--- src/rtl/tank_controller.sv ---
// -----------------------------------------------------------------------------
// tank_controller
//
// Serial access controller for the mercury-delay-line store. It owns the
// free-running circulation bit counter. For each access it waits until the
// addressed word reaches the tank output, then moves the word serially:
//   - a read gates one tank onto the shared output bus (mob) and deserialises
//     it into rdata;
//   - a write gates the tank clear/input and serialises wdata onto mib.
//
// Parameters
//   N_TANKS     populated tanks (1..32), tank index = addr[9:5]
//   CIRC_LEN    bit times per circulation
//   SHORT_BITS  bits per short word (a long word is twice this)
//
// Ports
//   clk, rst              clock (one bit time per cycle), async active-high reset
//   req, we, long, addr   access request, direction, size, address
//   wdata                 write word, bit 0 transmitted first
//   ack, err, busy        completion pulse, reject pulse, not-idle flag
//   rdata                 last read word (short reads zero-extended)
//   bit_pos               circulation counter 0..CIRC_LEN-1
//   mib                   serial write data to all tanks
//   tn_in, tn_clr, tn_out per-tank input / clear / output gates
//   mob                   shared tank output bus
//
// Optional feature (macro TANK_CTRL_BOUNDS_CHECK_EN)
//   Defined:   out-of-range tank or odd long address is rejected (ack + err).
//   Undefined: err tied to 0, long addresses forced even, out-of-range tanks
//              run a normal timed access with no gate; such a read returns 0.
// -----------------------------------------------------------------------------
module tank_controller #(
    parameter int N_TANKS    = 32,
    parameter int CIRC_LEN   = 576,
    parameter int SHORT_BITS = 18
) (
    input  logic               clk,
    input  logic               rst,
    input  logic               req,
    input  logic               we,
    input  logic               long,
    input  logic [9:0]         addr,
    input  logic [35:0]        wdata,
    output logic               ack,
    output logic               err,
    output logic               busy,
    output logic [35:0]        rdata,
    output logic [9:0]         bit_pos,
    output logic               mib,
    output logic [N_TANKS-1:0] tn_in,
    output logic [N_TANKS-1:0] tn_clr,
    output logic [N_TANKS-1:0] tn_out,
    input  logic               mob
);

    typedef enum logic [2:0] {
        S_IDLE   = 3'd0,
        S_WAIT   = 3'd1,
        S_XFER   = 3'd2,
        S_DONE   = 3'd3,
        S_REJECT = 3'd4
    } state_t;

    localparam logic [9:0] CIRC_LAST = 10'(CIRC_LEN - 1);

    state_t      state_r;
    state_t      state_next_s;
    logic        we_r;
    logic        long_r;
    logic [4:0]  tank_r;
    logic [4:0]  idx_r;
    logic [35:0] wdata_r;
    logic [5:0]  cnt_r;
    logic [35:0] shift_r;
    logic [35:0] shift_next_s;
    logic [9:0]  start_s;
    logic [9:0]  start_m1_s;
    logic        last_s;
    logic        tank_ok_s;
    logic        mob_eff_s;
    logic        reject_s;

    // Window geometry and per-access decode of the latched request.
    always_comb begin
        start_s    = 10'(idx_r) * 10'(SHORT_BITS);
        // The counter passes start-1 just before the window opens; for
        // start 0 that is the last bit of the previous circulation.
        start_m1_s = (start_s == 10'd0) ? CIRC_LAST : (start_s - 10'd1);
        last_s     = (cnt_r == (long_r ? 6'(2 * SHORT_BITS - 1) : 6'(SHORT_BITS - 1)));
        tank_ok_s  = (32'(tank_r) < 32'(N_TANKS));
        // An unpopulated tank has no gate, so it contributes nothing to mob.
        mob_eff_s  = tank_ok_s ? mob : 1'b0;
        shift_next_s = shift_r;
        shift_next_s[cnt_r] = mob_eff_s;
    end

    // Request screening applied at acceptance.
    always_comb begin
`ifdef TANK_CTRL_BOUNDS_CHECK_EN
        reject_s = (long && addr[0]) || (32'(addr[9:5]) >= 32'(N_TANKS));
`else
        reject_s = 1'b0;
`endif
    end

    // Next-state logic.
    always_comb begin
        state_next_s = state_r;
        case (state_r)
            S_IDLE: begin
                if (req) begin
                    state_next_s = reject_s ? S_REJECT : S_WAIT;
                end else begin
                    state_next_s = S_IDLE;
                end
            end
            S_WAIT: begin
                // A request accepted with bit_pos already at start misses
                // this pass and waits a full circulation.
                if (bit_pos == start_m1_s) begin
                    state_next_s = S_XFER;
                end else begin
                    state_next_s = S_WAIT;
                end
            end
            S_XFER: begin
                if (last_s) begin
                    state_next_s = S_DONE;
                end else begin
                    state_next_s = S_XFER;
                end
            end
            S_DONE:   state_next_s = S_IDLE;
            S_REJECT: state_next_s = S_IDLE;
            default:  state_next_s = S_IDLE;
        endcase
    end

    // Tank gates and serial write data, decoded directly from state so they
    // line up with the bit window and drop as soon as reset is asserted.
    always_comb begin
        tn_in  = '0;
        tn_clr = '0;
        tn_out = '0;
        mib    = 1'b0;
        if (state_r == S_XFER) begin
            for (int i = 0; i < N_TANKS; i++) begin
                if (tank_r == 5'(i)) begin
                    if (we_r) begin
                        tn_in[i]  = 1'b1;
                        tn_clr[i] = 1'b1;
                    end else begin
                        tn_out[i] = 1'b1;
                    end
                end else begin
                    tn_out[i] = tn_out[i];
                end
            end
            mib = we_r ? wdata_r[cnt_r] : 1'b0;
        end else begin
            mib = 1'b0;
        end
    end

    // Free-running circulation bit counter.
    always_ff @(posedge clk or posedge rst) begin
        if (rst) begin
            bit_pos <= 10'd0;
        end else if (bit_pos == CIRC_LAST) begin
            bit_pos <= 10'd0;
        end else begin
            bit_pos <= bit_pos + 10'd1;
        end
    end

    // State, request latch, bit counter, deserialiser and registered outputs.
    always_ff @(posedge clk or posedge rst) begin
        if (rst) begin
            state_r <= S_IDLE;
            we_r    <= 1'b0;
            long_r  <= 1'b0;
            tank_r  <= 5'd0;
            idx_r   <= 5'd0;
            wdata_r <= 36'd0;
            cnt_r   <= 6'd0;
            shift_r <= 36'd0;
            rdata   <= 36'd0;
            ack     <= 1'b0;
            err     <= 1'b0;
            busy    <= 1'b0;
        end else begin
            state_r <= state_next_s;
            ack     <= (state_next_s == S_DONE) || (state_next_s == S_REJECT);
`ifdef TANK_CTRL_BOUNDS_CHECK_EN
            err     <= (state_next_s == S_REJECT);
`else
            err     <= 1'b0;
`endif
            busy    <= (state_next_s != S_IDLE);
            if ((state_r == S_IDLE) && req) begin
                we_r    <= we;
                long_r  <= long;
                tank_r  <= addr[9:5];
                // Long words occupy an even/odd short-word pair.
                idx_r   <= long ? {addr[4:1], 1'b0} : addr[4:0];
                wdata_r <= wdata;
                cnt_r   <= 6'd0;
                shift_r <= 36'd0;
            end else if (state_r == S_XFER) begin
                cnt_r <= cnt_r + 6'd1;
                if (!we_r) begin
                    shift_r <= shift_next_s;
                    // The final bit is folded in on the same edge that
                    // publishes the word, so rdata is valid with ack.
                    if (last_s) begin
                        rdata <= shift_next_s;
                    end else begin
                        rdata <= rdata;
                    end
                end else begin
                    shift_r <= shift_r;
                end
            end else begin
                cnt_r <= cnt_r;
            end
        end
    end

endmodule

--- config.mk ---
export PLATFORM = sky130hd
export DESIGN_NAME = tank_controller
export DESIGN_NICKNAME = d
export VERILOG_FILES = /design/src/rtl/tank_controller.sv
export SDC_FILE = /design/constraint.sdc
export NUM_CORES = 1
export LEC_CHECK = 0
export ABC_AREA = 1
export CAP_MARGIN = 0
export CORE_MARGIN = 2
export CORE_UTILIZATION = 40
export DETAILED_ROUTE_END_ITERATION = 10
export PLACE_DENSITY = 0.72
export SETUP_SLACK_MARGIN = 0.05
export SYNTH_ARGS = -nofsm -noshare
export SYNTH_HDL_FRONTEND = slang
export SYNTH_SLANG_ARGS = --single-unit
--- constraint.sdc ---
create_clock -name clk -period 6.1 [get_ports clk]
set_input_delay 1.83 -clock clk [delete_from_list [all_inputs] [get_ports clk]]
set_output_delay 1.83 -clock clk [all_outputs]
set_load 0.02 [all_outputs]
# Word level (Yosys, flattened, before mapping)
# Cells that the tools add are included.
# word_totals
mem_count,0
latchBits,0
input_bits,52
elab_cells,157
mem_bits_rw,0
output_inout_bits,146
regBits,141
romBits,0
# classes
n_reduce_logical,10
add_sub_neg,3
n_mux,88
order_cmp,2
eq_ne,39
div,0
bitwise,2
mul,1
shifts,0
# op_table
op,n
36-bit two-way mux,3
5-bit equality test (second input constant),16
1-bit two-way mux,73
32-bit two-way mux,2
5-bit by 4-bit equality test with 1-bit output (second input constant),8
36-bit bitwise mux,1
5-bit by 3-bit equality test with 1-bit output (second input constant),4
10-bit two-way mux,2
6-bit two-way mux,3
10-bit by 1-bit adder with 10-bit output (second input constant),1
10-bit equality test,1
10-bit equality test (second input constant),1
5-bit by 2-bit equality test with 1-bit output (second input constant),2
10-bit zero test,1
10-bit by 1-bit subtractor with 10-bit output (second input constant),1
5-bit by 4-bit multiplier with 9-bit output (second input constant),1
3-bit case mux with 3 select lines,1
6-bit by 7-bit less-than comparator with 1-bit output (second input constant),1
6-bit by 1-bit adder with 6-bit output (second input constant),1
1-bit binary-select mux with 6-bit select,1
1-bit demux with 6-bit select,1
3-bit by 2-bit equality test with 1-bit output (second input constant),2
6-bit equality test,1
6-bit by 1-bit >= comparator with 1-bit output (second input constant),1
other kinds (14),16

# Longest topological paths before layout
# Gate-level depths: netlist of run 1.
# logic_depth
ltp_word,8
mapped_depth,19
mapped_depth_nobuf,19

# Worst setup path before layout of run 1
# Ideal clock, no wire load.
# synth_path
path_kind,register -> output
start,register cnt_r[2]
end,output mib
n_path_buf,2
path_stages_with_launch,11
required_time_ps,4270
arrival_ps,1619
setup_slack_ps,2651
cell_sequence,dfrtp_1 -> buf_2 -> nand2_1 -> nor2_1 -> clkbuf_1 -> nand2_1 -> o2111ai_1 -> o21ai_0 -> nand2_1 -> nor2_1 -> nor2_1
# synth_between
elab_chain_len,4
# synth_lines
item,line_no,source
from (decl),73,logic [5:0] cnt_r;
from (signal assigned),210,cnt_r <= cnt_r + 6'd1;
from (signal assigned),224,cnt_r <= cnt_r;
1-bit binary-select mux with 6-bit select,159,mib = we_r ? wdata_r[cnt_r] : 1'b0;
1-bit two-way mux (not written as such),159,
1-bit two-way mux,159,
1-bit two-way mux,146,if (state_r == S_XFER) begin
to (decl),49,"output logic mib,"
# No other way between the ends. The select of a mux whose other input is x is not followed.

# Final worst setup path of run 1
# Same ends and word-level chain as after synthesis.

==> summary.txt, run 1 <==
Global routing
  – Initial antenna violation count: 0
  – Vias in the first global route: 6325
  – Remaining global-route overflow: 0
  – GR Util All Layers: 0.206
  – First-pass GRT wire length: 32800 um
  – Largest net degree at the start of global routing: 92

Timing
  – Clock Skew: 0.00798 ns
  – Final Critical Period: 5.01 ns
  – Final period util: 0.821
  – WHS: 0.489 ns
  – Sum Neg Setup Slack: 0 ns
  – Max-slew violations: 0
  – Final hold violation count: 0
  – RSZ-0062 raised after global routing: false
  – Upper clock frequency limit: 0.200 GHz
  – Slew margin rel.: 0.233
  – Least-Margin Pin Slew: 1.15 ns
  – Final setup viols: 0

Run status
  – Status: finished, final reports clean

Logic synthesis
  – Synth cell count leaders: nand2_1 (183), dfrtp_1 (140), nor2_1 (133), inv_1 (130), nand3_1 (55)
  – Post-synth EDFFs: 0
  – FF+latch count, synth: 140
  – Synth top area cells: dfrtp_1 (46%), nand2_1 (9.1%), nor2_1 (6.6%), inv_1 (6.5%), a21oi_2 (3.9%)
  – Avg Cell Area, Syn: 7.85 um^2
  – Post-synthesis sequential area ratio: 0.464
  – Yosys warns: 0
  – Count leader, synth: nand2_1
  – Top-area cell type share of the netlist area: 0.464
  – Post-Syn Instances: 962
  – Synth Cell Area: 0.00755 mm^2
  – Top FF cell, synth: dfrtp_1
  – Mapped Nets: 1022
  – Synth area leader: dfrtp_1
  – Number of distinct library cells after synthesis: 37
  – Async SR Flop Fraction: 1.00

Detailed routing
  – Vias: 6754
  – DRC Markers: 0
  – Final WL: 20300 um
  – Iteration-0 DRC Markers: 617
  – Drt first pass iters: 5
  – Antenna viol nets, final: 0
  – DR WL/cell: 15.1 um
  – Vias/cell: 5.00

Layout
  – Post-Layout Cell Count: 1350
  – Number of diodes: 0
  – Layout fillers: 1713
  – Post-layout util: 0.538
  – Layout cells sized above 1: 0.0789
  – Area delta synth->final: 32.7%
  – Nets: 1163

Worst hold path
  – Hold endpoint: wdata_r[10]
  – Worst hold stages: 2
  – Min-delay src: wdata_r[10]
  – Worst min path class: register to register

CTS
  – Clk root buf: clkbuf_16
  – CTS H-Tree Depth: 4
  – TritonCTS buffer count: 17
  – Post-CTS Setup Bufs: 0
  – Gates resized, CTS repair: 0
  – Clock transition at the registers of the reported paths: 0.06 ns
  – Clock Path Buffers: 2
  – CTS tree: built
  – CTS Sinks: 140
  – Hold_buf cts: 0
  – Clk Latency, worst-skew pair: 0.43 ns

Critical path
  – CP max stage delay: 0.77 ns
  – Data arrival, critical path: 3.18 ns
  – Slowest CP cell: nor2_1
  – Crit-path leading delay family: simple AND/OR/NAND/NOR gates
  – Worst R2R Path Depth: 13
  – Worst path required time: 4.27 ns
  – Crit start category: register
  – Most frequent cell on the critical path: nand2_1
  – WS Path Type: register to primary output
  – Reg2Reg Setup Slack: 3.08 ns
  – Crit path max fanout: 15
  – Reg-to-Reg Start: idx_r[4]
  – Buf/Inv on CP: 2
  – Crit path cell chain: inv_1 > nand2_1 > nor2_1 > a22oi_1 > nand2_1 > nand2_1 > nand2_1 > nor2_1 > nor2_1 > clkdlybuf4s50_1
  – Crit end category: primary output
  – FF-to-FF End: state_r[0]

Floorplanning
  – Die X: 141 um
  – Chip height: 141 um
  – Initial Util: 0.405
  – Core area: 0.0186 mm^2
  – Num ports: 198
  – Die area: 0.0200 mm^2
  – Core Rows: 50

Power and ir drop
  – Worst ir drop on vdd: 0.192 mV
  – Lkg Pwr: 4.69 nW
  – Pwr per Cell Area: 209 mW/mm^2

Job
  – Max-cap viol count: 0

Place
  – Placer Congestion: 0.859
  – Placed cell count: 1318
  – Final HPWL DP: 14600 um
  – PortBufs: 196
-- report_power, final --
group / internal [W] / switching [W]
clock network: 0.000691 / 0.000422
logic: 0.0000297 / 0.0000273
registers: 0.000929 / 0
-- area by class of cell --
| class | count | area [um^2] | share of cell area |
|---|---|---|---|
| sequential | 140 | 3500 | 0.350 |
| inverter | 133 | 504 | 0.0503 |
| tap | 234 | 293 | 0.0292 |
| timing repair buffer | 204 | 2020 | 0.202 |
| multi-input combinational | 607 | 3060 | 0.305 |
| clock buffer | 17 | 425 | 0.0424 |
| clock inverter | 15 | 213 | 0.0212 |
-- how the worst max path moves through the flow --
stage	start	to	cells after the start
after floorplan	rst	ack	1
after global placement	cnt_r[2]	mib	10
after detailed placement	cnt_r[2]	mib	10
after CTS	cnt_r[2]	mib	10
after global routing	cnt_r[2]	mib	10
final	cnt_r[2]	mib	10
-- cells by family (layout without fill, tap and decap cells) --
group / after synthesis / count (layout) / synth area share
other: 1 / 1 / 0.000497
adders and majority gates: 8 / 8 / 0.0142
and+or+nand+nor: 396 / 396 / 0.218
AOI/OAI and AO/OA: 191 / 191 / 0.159
buffers and inverters: 215 / 369 / 0.132
DFF: 140 / 140 / 0.464
xor gates and xnor gates: 11 / 11 / 0.0128
-- state kept, by name (all words and copies together), names as in the netlist --
name,count
cnt_r,6
bit_pos,10
shift_r,36
wdata_r,36
ack,1
we_r,1
state_r,2
idx_r,5
tank_r,5
long_r,1
rdata,36
busy,1
-- cells in the final DEF (no fill, tap or decap), types with 5 or more instances in the layout --
master,count
clkdlybuf4s50_1,196
nand2_1,182
dfrtp_1,140
nor2_1,133
inv_1,128
nand3_1,55
o22ai_1,38
a21oi_1,38
o21ai_0,37
a21oi_2,34
a31oi_1,32
clkbuf_16,17
xor2_1,10
nand4_1,8
buf_4,8
ha_1,7
nor3_1,6
inv_6,5
-- stage by stage --
step | total power (W) | instance area (um^2) | setup slack, ns
CTS | 0.00211 | 10000 | 1.10
floorplan | 0.000964 | 7550 | 0.517
finish | 0.00210 | 10000 | 1.09
global route | 0.00216 | 10000 | 0.829
detailed placement | 0.00100 | 9380 | 1.56
global placement | 0.00100 | 9380 | 1.61
-- worst reg2reg max path, delay by kind of cell (launching register included) --
| kind | cells | cell delay (ns) |
|---|---|---|
| buf+inv | 1 | 0.06 |
| simple gates | 8 | 1.23 |
| fa+ha+maj | 3 | 1.03 |
| compound gates | 1 | 0.16 |
| flops | 1 | 0.43 |
-- layer usage --
layer / routed length (um) / vias up / GRT usage
met2: 9250 / 215 / 0.312
met4: 311 / 0 / 0.0600
met1: 9520 / 3154 / 0.297
met5: 0 / - / 0
li1: - / 3364 / -
met3: 1260 / 21 / 0.0462
Note: power is estimated with default switching activity, not from simulation.
==> run 2: changes to the inputs <==
--- a/config.mk
+++ b/config.mk
@@ -10,7 +10,7 @@
 export CORE_MARGIN = 2
 export CORE_UTILIZATION = 40
 export DETAILED_ROUTE_END_ITERATION = 10
-export PLACE_DENSITY = 0.72
+export PLACE_DENSITY = 0.74
 export SETUP_SLACK_MARGIN = 0.05
 export SYNTH_ARGS = -nofsm -noshare
 export SYNTH_HDL_FRONTEND = slang
==> constraint.sdc (replaced) <==
create_clock -name clk -period 4 [get_ports clk]
set_input_delay 1.2 -clock clk [delete_from_list [all_inputs] [get_ports clk]]
set_output_delay 1.2 -clock clk [all_outputs]
set_load 0.02 [all_outputs]
==> summary.txt, run 2 (synthesized netlist as in run 1, its figures left out) <==
Critical path
  – Crit start category: register (unchanged)
  – WS Path Type: register to primary output (unchanged)
  – Reg-to-Reg Start: idx_r[1] (was idx_r[4])
  – Worst path required time: 2.80 ns (was 4.27 ns)
  – Crit-path leading delay family: simple AND/OR/NAND/NOR gates (unchanged)
  – Slowest CP cell: clkdlybuf4s50_1 (was nor2_1)
  – WP depth: 4 (was 10)
  – Crit path cell chain: nor2_4 > nand2_2 > nor2_1 > clkdlybuf4s50_1 (was inv_1 > nand2_1 > nor2_1 > a22oi_1 > nand2_1 > nand2_1 > nand2_1 > nor2_1 > nor2_1 > clkdlybuf4s50_1)
  – Buf/Inv on CP: 1 (was 2)
  – Crit end category: primary output (unchanged)
  – Reg2Reg Setup Slack: 0.86 ns (was 3.08 ns)
  – Crit path max fanout: 33 (was 15)
  – FF-to-FF End: state_r[0] (unchanged)
  – CP max stage delay: 0.65 ns (was 0.77 ns)
  – Data arrival, critical path: 2.45 ns (was 3.18 ns)
  – Worst R2R Path Depth: 15 (was 13)

Layout
  – Layout cells sized above 1: 0.0937 (was 0.0789)
  – Number of diodes: 0 (unchanged)
  – Post-layout util: 0.546 (was 0.538)
  – Area delta synth->final: 34.8% (was 32.7%)
  – Most common cell after layout, fill and taps aside: clkdlybuf4s50_1 (unchanged)
  – Top Registers: rdata x36, shift_r x36, wdata_r x36 (unchanged)
  – Nets: 1178 (was 1163)
  – Most frequent cells in the layout: clkdlybuf4s50_1 (195), nand2_1 (182), dfrtp_1 (139) (was clkdlybuf4s50_1 (196), nand2_1 (182), dfrtp_1 (140))

Power and ir drop
  – Switching share of power: 0.197 (was 0.214)
  – P_int: 0.00260 W (was 0.00165 W)
  – Worst ir drop on vdd: 0.279 mV (was 0.192 mV)
  – Clk pwr share: 0.535 (was 0.530)
  – Sequential group share of total power: 0.437 (was 0.442)
  – Psw: 0.000640 W (was 0.000450 W)
  – Comb pwr share: 0.028 (was 0.027)
  – Pwr per Cell Area: 318 mW/mm^2 (was 209 mW/mm^2)
  – Lkg Pwr: 4.79 nW (was 4.69 nW)

Floorplanning
  – Chip height: 141 um (unchanged)
  – Die area: 0.0200 mm^2 (unchanged)
  – Num ports: 198 (unchanged)
  – Initial Util: 0.405 (unchanged)
  – Die X: 141 um (unchanged)
  – Core area: 0.0186 mm^2 (unchanged)
  – Core Rows: 50 (unchanged)

Place
  – Final HPWL DP: 14800 um (was 14600 um)
  – PortBufs: 196 (unchanged)
  – Placer Congestion: 0.867 (was 0.859)

Timing
  – Slew margin rel.: 0.571 (was 0.233)
  – Final period util: 0.912
  – Upper clock frequency limit: 0.274 GHz
  – RSZ-0062 raised after global routing: false (unchanged)
  – Sum Neg Setup Slack: 0 ns (unchanged)
  – Final hold violation count: 0 (unchanged)
  – Clock Skew: 0.00674 ns (was 0.00798 ns)
  – Final Critical Period: 3.65 ns
  – Least-Margin Pin Slew: 0.644 ns (was 1.15 ns)
  – Final setup viols: 0 (unchanged)
  – Max-slew violations: 0 (unchanged)

Run status
  – Status: finished, final reports clean (unchanged)

Detailed routing
  – Vias/cell: 5.05 (was 5.00)
  – Antenna viol nets, final: 0 (unchanged)
  – Final WL: 20700 um (was 20300 um)
  – Iteration-0 DRC Markers: 644 (was 617)
  – DRC Markers: 0 (unchanged)
  – Vias: 6889 (was 6754)
  – DR WL/cell: 15.2 um (was 15.1 um)
  – Drt first pass iters: 5 (unchanged)

CTS
  – TritonCTS buffer count: 17 (unchanged)
  – CTS H-Tree Depth: 4 (unchanged)
  – Clk Latency, worst-skew pair: 0.42 ns (was 0.43 ns)
  – CTS Sinks: 140 (unchanged)
  – Clock transition at the registers of the reported paths: 0.06 ns (about the same)
  – CTS tree: built (unchanged)
  – Hold_buf cts: 0 (unchanged)
  – Clk root buf: clkbuf_16 (unchanged)
  – Clock Path Buffers: 2 (unchanged)

Global routing
  – Largest net degree at the start of global routing: 119 (was 92)
  – GR Util All Layers: 0.207 (was 0.206)
  – Vias in the first global route: 6469 (was 6325)
  – GRT busiest layer: met2 (unchanged)
  – Met1 Use GR: 0.288 (was 0.297)
  – Met3 Resource Use GR: 0.0516 (was 0.0462)
  – Initial antenna violation count: 0 (unchanged)
  – GR Util met2: 0.329 (was 0.312)
  – Remaining global-route overflow: 0 (unchanged)
  – First-pass GRT wire length: 33100 um (was 32800 um)

Worst hold path
  – Worst hold stages: 2 (unchanged)
  – Worst min path class: register to register (unchanged)
  – Hold endpoint: wdata_r[23] (was wdata_r[10])
  – Min-delay src: wdata_r[23] (was wdata_r[10])

Job
  – Max-cap viol count: 0 (unchanged)
==> run 2: through the flow <==
stage          hold WS [ns]  area (um^2)  instances  total power, W  setup WS [ns]
4_1_cts               0.481        10200       1365         0.00326         0.0509
6_report              0.485        10200       1365         0.00324          0.352
5_1_grt               0.504        10200       1365         0.00334          0.202
2_1_floorplan         0.449         7560        962         0.00147           1.05
3_3_place_gp          0.469         9520       1333         0.00153          0.600
3_5_place_dp          0.466         9520       1333         0.00153          0.561
==> run 2: worst max path at each step <==
stage               start    endpoint  slack (ns)
3_5_place_dp     cnt_r[2]         mib        0.56
6_report       state_r[0]  tn_out[24]        0.35
4_1_cts          cnt_r[2]         mib        0.05
2_1_floorplan         rst         ack        1.05
5_1_grt         tank_r[2]  tn_clr[19]        0.20
3_3_place_gp     cnt_r[2]         mib        0.60
==> run 2: area by class of cell <==
type | instances | area [um^2]
flip-flops and latches | 140 | 3500
clock buffers | 21 | 460
repair buffers | 219 | 2160
multi-input cells | 607 | 3070
inverters | 133 | 503
well taps | 234 | 293
fillers | 1721 | 8460
clock inverters | 11 | 189
==> run 2: worst reg2reg max path, stage by stage (launching register included) <==
cell and delay (ns):
dfrtp_1 0.41, ha_1 0.30, ha_1 0.18, inv_1 0.06, fa_1 0.55, nand3_1 0.14
nor2_1 0.22, nand3_1 0.36, nand2_1 0.19, nand2_1 0.06, nand2_1 0.08, nand2_1 0.06
nor2_1 0.11, nand3_1 0.14, nand2_1 0.09, nand3_1 0.07
==> run 2: metal layers <==
layer,routed length (um),vias to the layer above
met5,0,-
met4,227,0
met3,1310,18
met2,9760,231
met1,9400,3247
li1,-,3393
==> run 2: power by group through the flow <==
stage / registers [W] / clock network [W] / logic, W
floorplan: 0.00144 / 0 / 0.0000274
global placement: 0.00144 / 0 / 0.0000920
detailed placement: 0.00144 / 0 / 0.0000919
CTS: 0.00142 / 0.00175 / 0.0000922
global route: 0.00142 / 0.00183 / 0.000100
finish: 0.00142 / 0.00174 / 0.0000898
==> run 2: repair_timing <==
item | in CTS | in global routing
resized for setup | 0 | 6
setup buffers | 0 | 0
endpoints found under the setup margin | 0 | 1
==> run 3: changes to the inputs <==
--- a/config.mk
+++ b/config.mk
@@ -8,9 +8,9 @@
 export ABC_AREA = 1
 export CAP_MARGIN = 0
 export CORE_MARGIN = 2
-export CORE_UTILIZATION = 40
+export CORE_UTILIZATION = 45
 export DETAILED_ROUTE_END_ITERATION = 10
-export PLACE_DENSITY = 0.74
+export PLACE_DENSITY = 0.82
 export SETUP_SLACK_MARGIN = 0.05
 export SYNTH_ARGS = -nofsm -noshare
 export SYNTH_HDL_FRONTEND = slang
==> summary.txt, run 3 (synthesized netlist as in run 1, its figures left out) <==
Run status
  – Status: finished, final reports clean (unchanged)

Floorplanning
  – Chip height: 134 um (was 141 um)
  – Die area: 0.0178 mm^2 (was 0.0200 mm^2)
  – Die X: 134 um (was 141 um)
  – Core Rows: 47 (was 50)
  – Num ports: 198 (unchanged)
  – Core area: 0.0165 mm^2 (was 0.0186 mm^2)
  – Initial Util: 0.459 (was 0.405)

Critical path
  – Reg-to-Reg Start: idx_r[4] (was idx_r[1])
  – Crit path launch: cnt_r[2] (was state_r[0])
  – Data arrival, critical path: 2.57 ns (was 2.45 ns)
  – Worst path required time: 2.80 ns (about the same)
  – WS Path Type: register to primary output (unchanged)
  – Crit start category: register (unchanged)
  – Crit path max fanout: 11 (was 33)
  – Crit end category: primary output (unchanged)

Layout
  – Most frequent cells in the layout: clkdlybuf4s50_1 (196), nand2_1 (182), dfrtp_1 (140) (was clkdlybuf4s50_1 (195), nand2_1 (182), dfrtp_1 (139))
  – Layout cells sized above 1: 0.0939 (was 0.0937)
  – Layout fillers: 1413 (was 1721)
  – Most common cell after layout, fill and taps aside: clkdlybuf4s50_1 (unchanged)
  – Nets: 1176 (was 1178)
  – Area delta synth->final: 33.7% (was 34.8%)
  – Top Registers: rdata x36, shift_r x36, wdata_r x36 (unchanged)
  – Number of diodes: 0 (unchanged)
  – Post-layout util: 0.613 (was 0.546)
  – Final instance area: 0.0101 mm^2 (was 0.0102 mm^2)

Timing
  – Max-slew violations: 0 (unchanged)
  – Clock Skew: 0.00726 ns (was 0.00674 ns)
  – Final period util: 0.944 (was 0.912)
  – RSZ-0062 raised after global routing: false (unchanged)
  – Upper clock frequency limit: 0.265 GHz (was 0.274 GHz)
  – Least-Margin Pin Slew: 0.900 ns (was 0.644 ns)
  – Final Critical Period: 3.77 ns (was 3.65 ns)
  – Slew margin rel.: 0.399 (was 0.571)
  – Final hold violation count: 0 (unchanged)
  – Final setup viols: 0 (unchanged)
  – Sum Neg Setup Slack: 0 ns (unchanged)

Power and ir drop
  – Pwr per Cell Area: 303 mW/mm^2 (was 318 mW/mm^2)
  – Worst ir drop on vdd: 0.306 mV (was 0.279 mV)
  – Switching share of power: 0.208 (was 0.197)
  – Clk pwr share: 0.508 (was 0.535)
  – Comb pwr share: 0.030 (was 0.028)
  – Lkg Pwr: 4.74 nW (was 4.79 nW)
  – PnR Total Power: 0.00307 W (was 0.00324 W)
  – P_int: 0.00243 W (was 0.00260 W)
  – Psw: 0.000637 W (was 0.000640 W)
  – Sequential group share of total power: 0.462 (was 0.437)

Detailed routing
  – Vias/cell: 5.14 (was 5.05)
  – Final WL: 20400 um (was 20700 um)
  – Vias: 6931 (was 6889)
  – Iteration-0 DRC Markers: 558 (was 644)
  – Drt first pass iters: 8 (was 5)
  – Antenna viol nets, final: 0 (unchanged)
  – DRC Markers: 0 (unchanged)
  – DR WL/cell: 15.1 um (was 15.2 um)

Global routing
  – GR Util All Layers: 0.234 (was 0.207)
  – Initial antenna violation count: 0 (unchanged)
  – First-pass GRT wire length: 33400 um (was 33100 um)
  – Largest net degree at the start of global routing: 73 (was 119)
  – Remaining global-route overflow: 0 (unchanged)
  – Vias in the first global route: 6646 (was 6469)

Place
  – Final HPWL DP: 14400 um (was 14800 um)
  – Cell area after placement: 0.00950 mm^2 (was 0.00952 mm^2)
  – PortBufs: 196 (unchanged)
  – Placer Congestion: 0.855 (was 0.867)

Job
  – Max-cap viol count: 0 (unchanged)

CTS
  – Clk Latency, worst-skew pair: 0.42 ns (about the same)
  – Clk root buf: clkbuf_16 (unchanged)
  – CTS tree: built (unchanged)
  – CTS H-Tree Depth: 4 (unchanged)
  – Clock Path Buffers: 2 (unchanged)
  – Hold_buf cts: 0 (unchanged)
  – CTS Sinks: 140 (unchanged)
  – TritonCTS buffer count: 17 (unchanged)
  – Clock transition at the registers of the reported paths: 0.05 ns (was 0.06 ns)

Worst hold path
  – Worst min path class: register to register (unchanged)
  – Min-delay src: wdata_r[18] (was wdata_r[23])
## run 3: changes by cell type in the layout (fill, tap and decap cells not counted), moves of 2 or more
cell and change:
buf_4 -3, bufinv_16 -3, clkinv_2 +2, nor2_1 -2, nor2_2 +2
## run 3: repair_timing
item | 4_1_cts | 5_1_grt
gates resized for setup | 0 | 6
setup endpoints to repair | 0 | 1
setup buffers | 0 | 0
## run 3: per-layer routing
metal / GRT usage / wire length [um] / vias to the layer above
li1: - / - / 3399
met1: 0.316 / 8850 / 3248
met2: 0.373 / 9810 / 243
met3: 0.0590 / 1300 / 41
met4: 0.0709 / 412 / 0
met5: 0 / 0 / -
## run 3: area by class of cell
class,instances,area (um^2),area share
repair buffers,217,2160,0.214
well taps,220,275,0.0273
clock inverters,11,116,0.0115
multi-input cells,607,3070,0.304
flip-flops and latches,140,3500,0.347
inverters,133,503,0.0498
clock buffers,21,470,0.0466
## run 3: power groups by stage
stage	clock, W	sequential, W	combinational [W]
final	0.00156	0.00142	0.0000909
after global routing	0.00165	0.00142	0.000101
after detailed placement	0	0.00144	0.0000929
after CTS	0.00158	0.00142	0.0000930
after floorplan	0	0.00144	0.0000274
after global placement	0	0.00144	0.0000928
## run 3: critical path: stages, from the launching register on
cell,delay (ns)
dfrtp_1,0.53
nand2_1,0.15
nor2_1,0.14
buf_4,0.21
nand2_1,0.08
nand4_1,0.09
o31ai_1,0.07
nand3_1,0.09
nor2_1,0.04
nor2_1,0.13
clkdlybuf4s50_1,0.62
## run 3: final timing paths
| path | end | slack [ns] | cells past startpoint |
|---|---|---|---|
| min | wdata_r[18] | 0.49 | 2 |
| min reg2reg | wdata_r[18] | 0.49 | 2 |
| max | mib | 0.23 | 10 |
| max in group asynchronous | bit_pos[6] | 1.94 | 3 |
| max reg2reg | state_r[0] | 0.89 | 13 |
| min in group asynchronous | rdata[24] | 1.31 | 2 |
## run 3: metrics by stage
step           instances  hold WS [ns]  worst slack, ns
2_1_floorplan        962         0.449             1.05
3_3_place_gp        1317         0.473            0.664
3_5_place_dp        1317         0.466            0.576
4_1_cts             1349         0.490            0.123
5_1_grt             1349         0.503           0.0510
6_report            1349         0.487            0.226
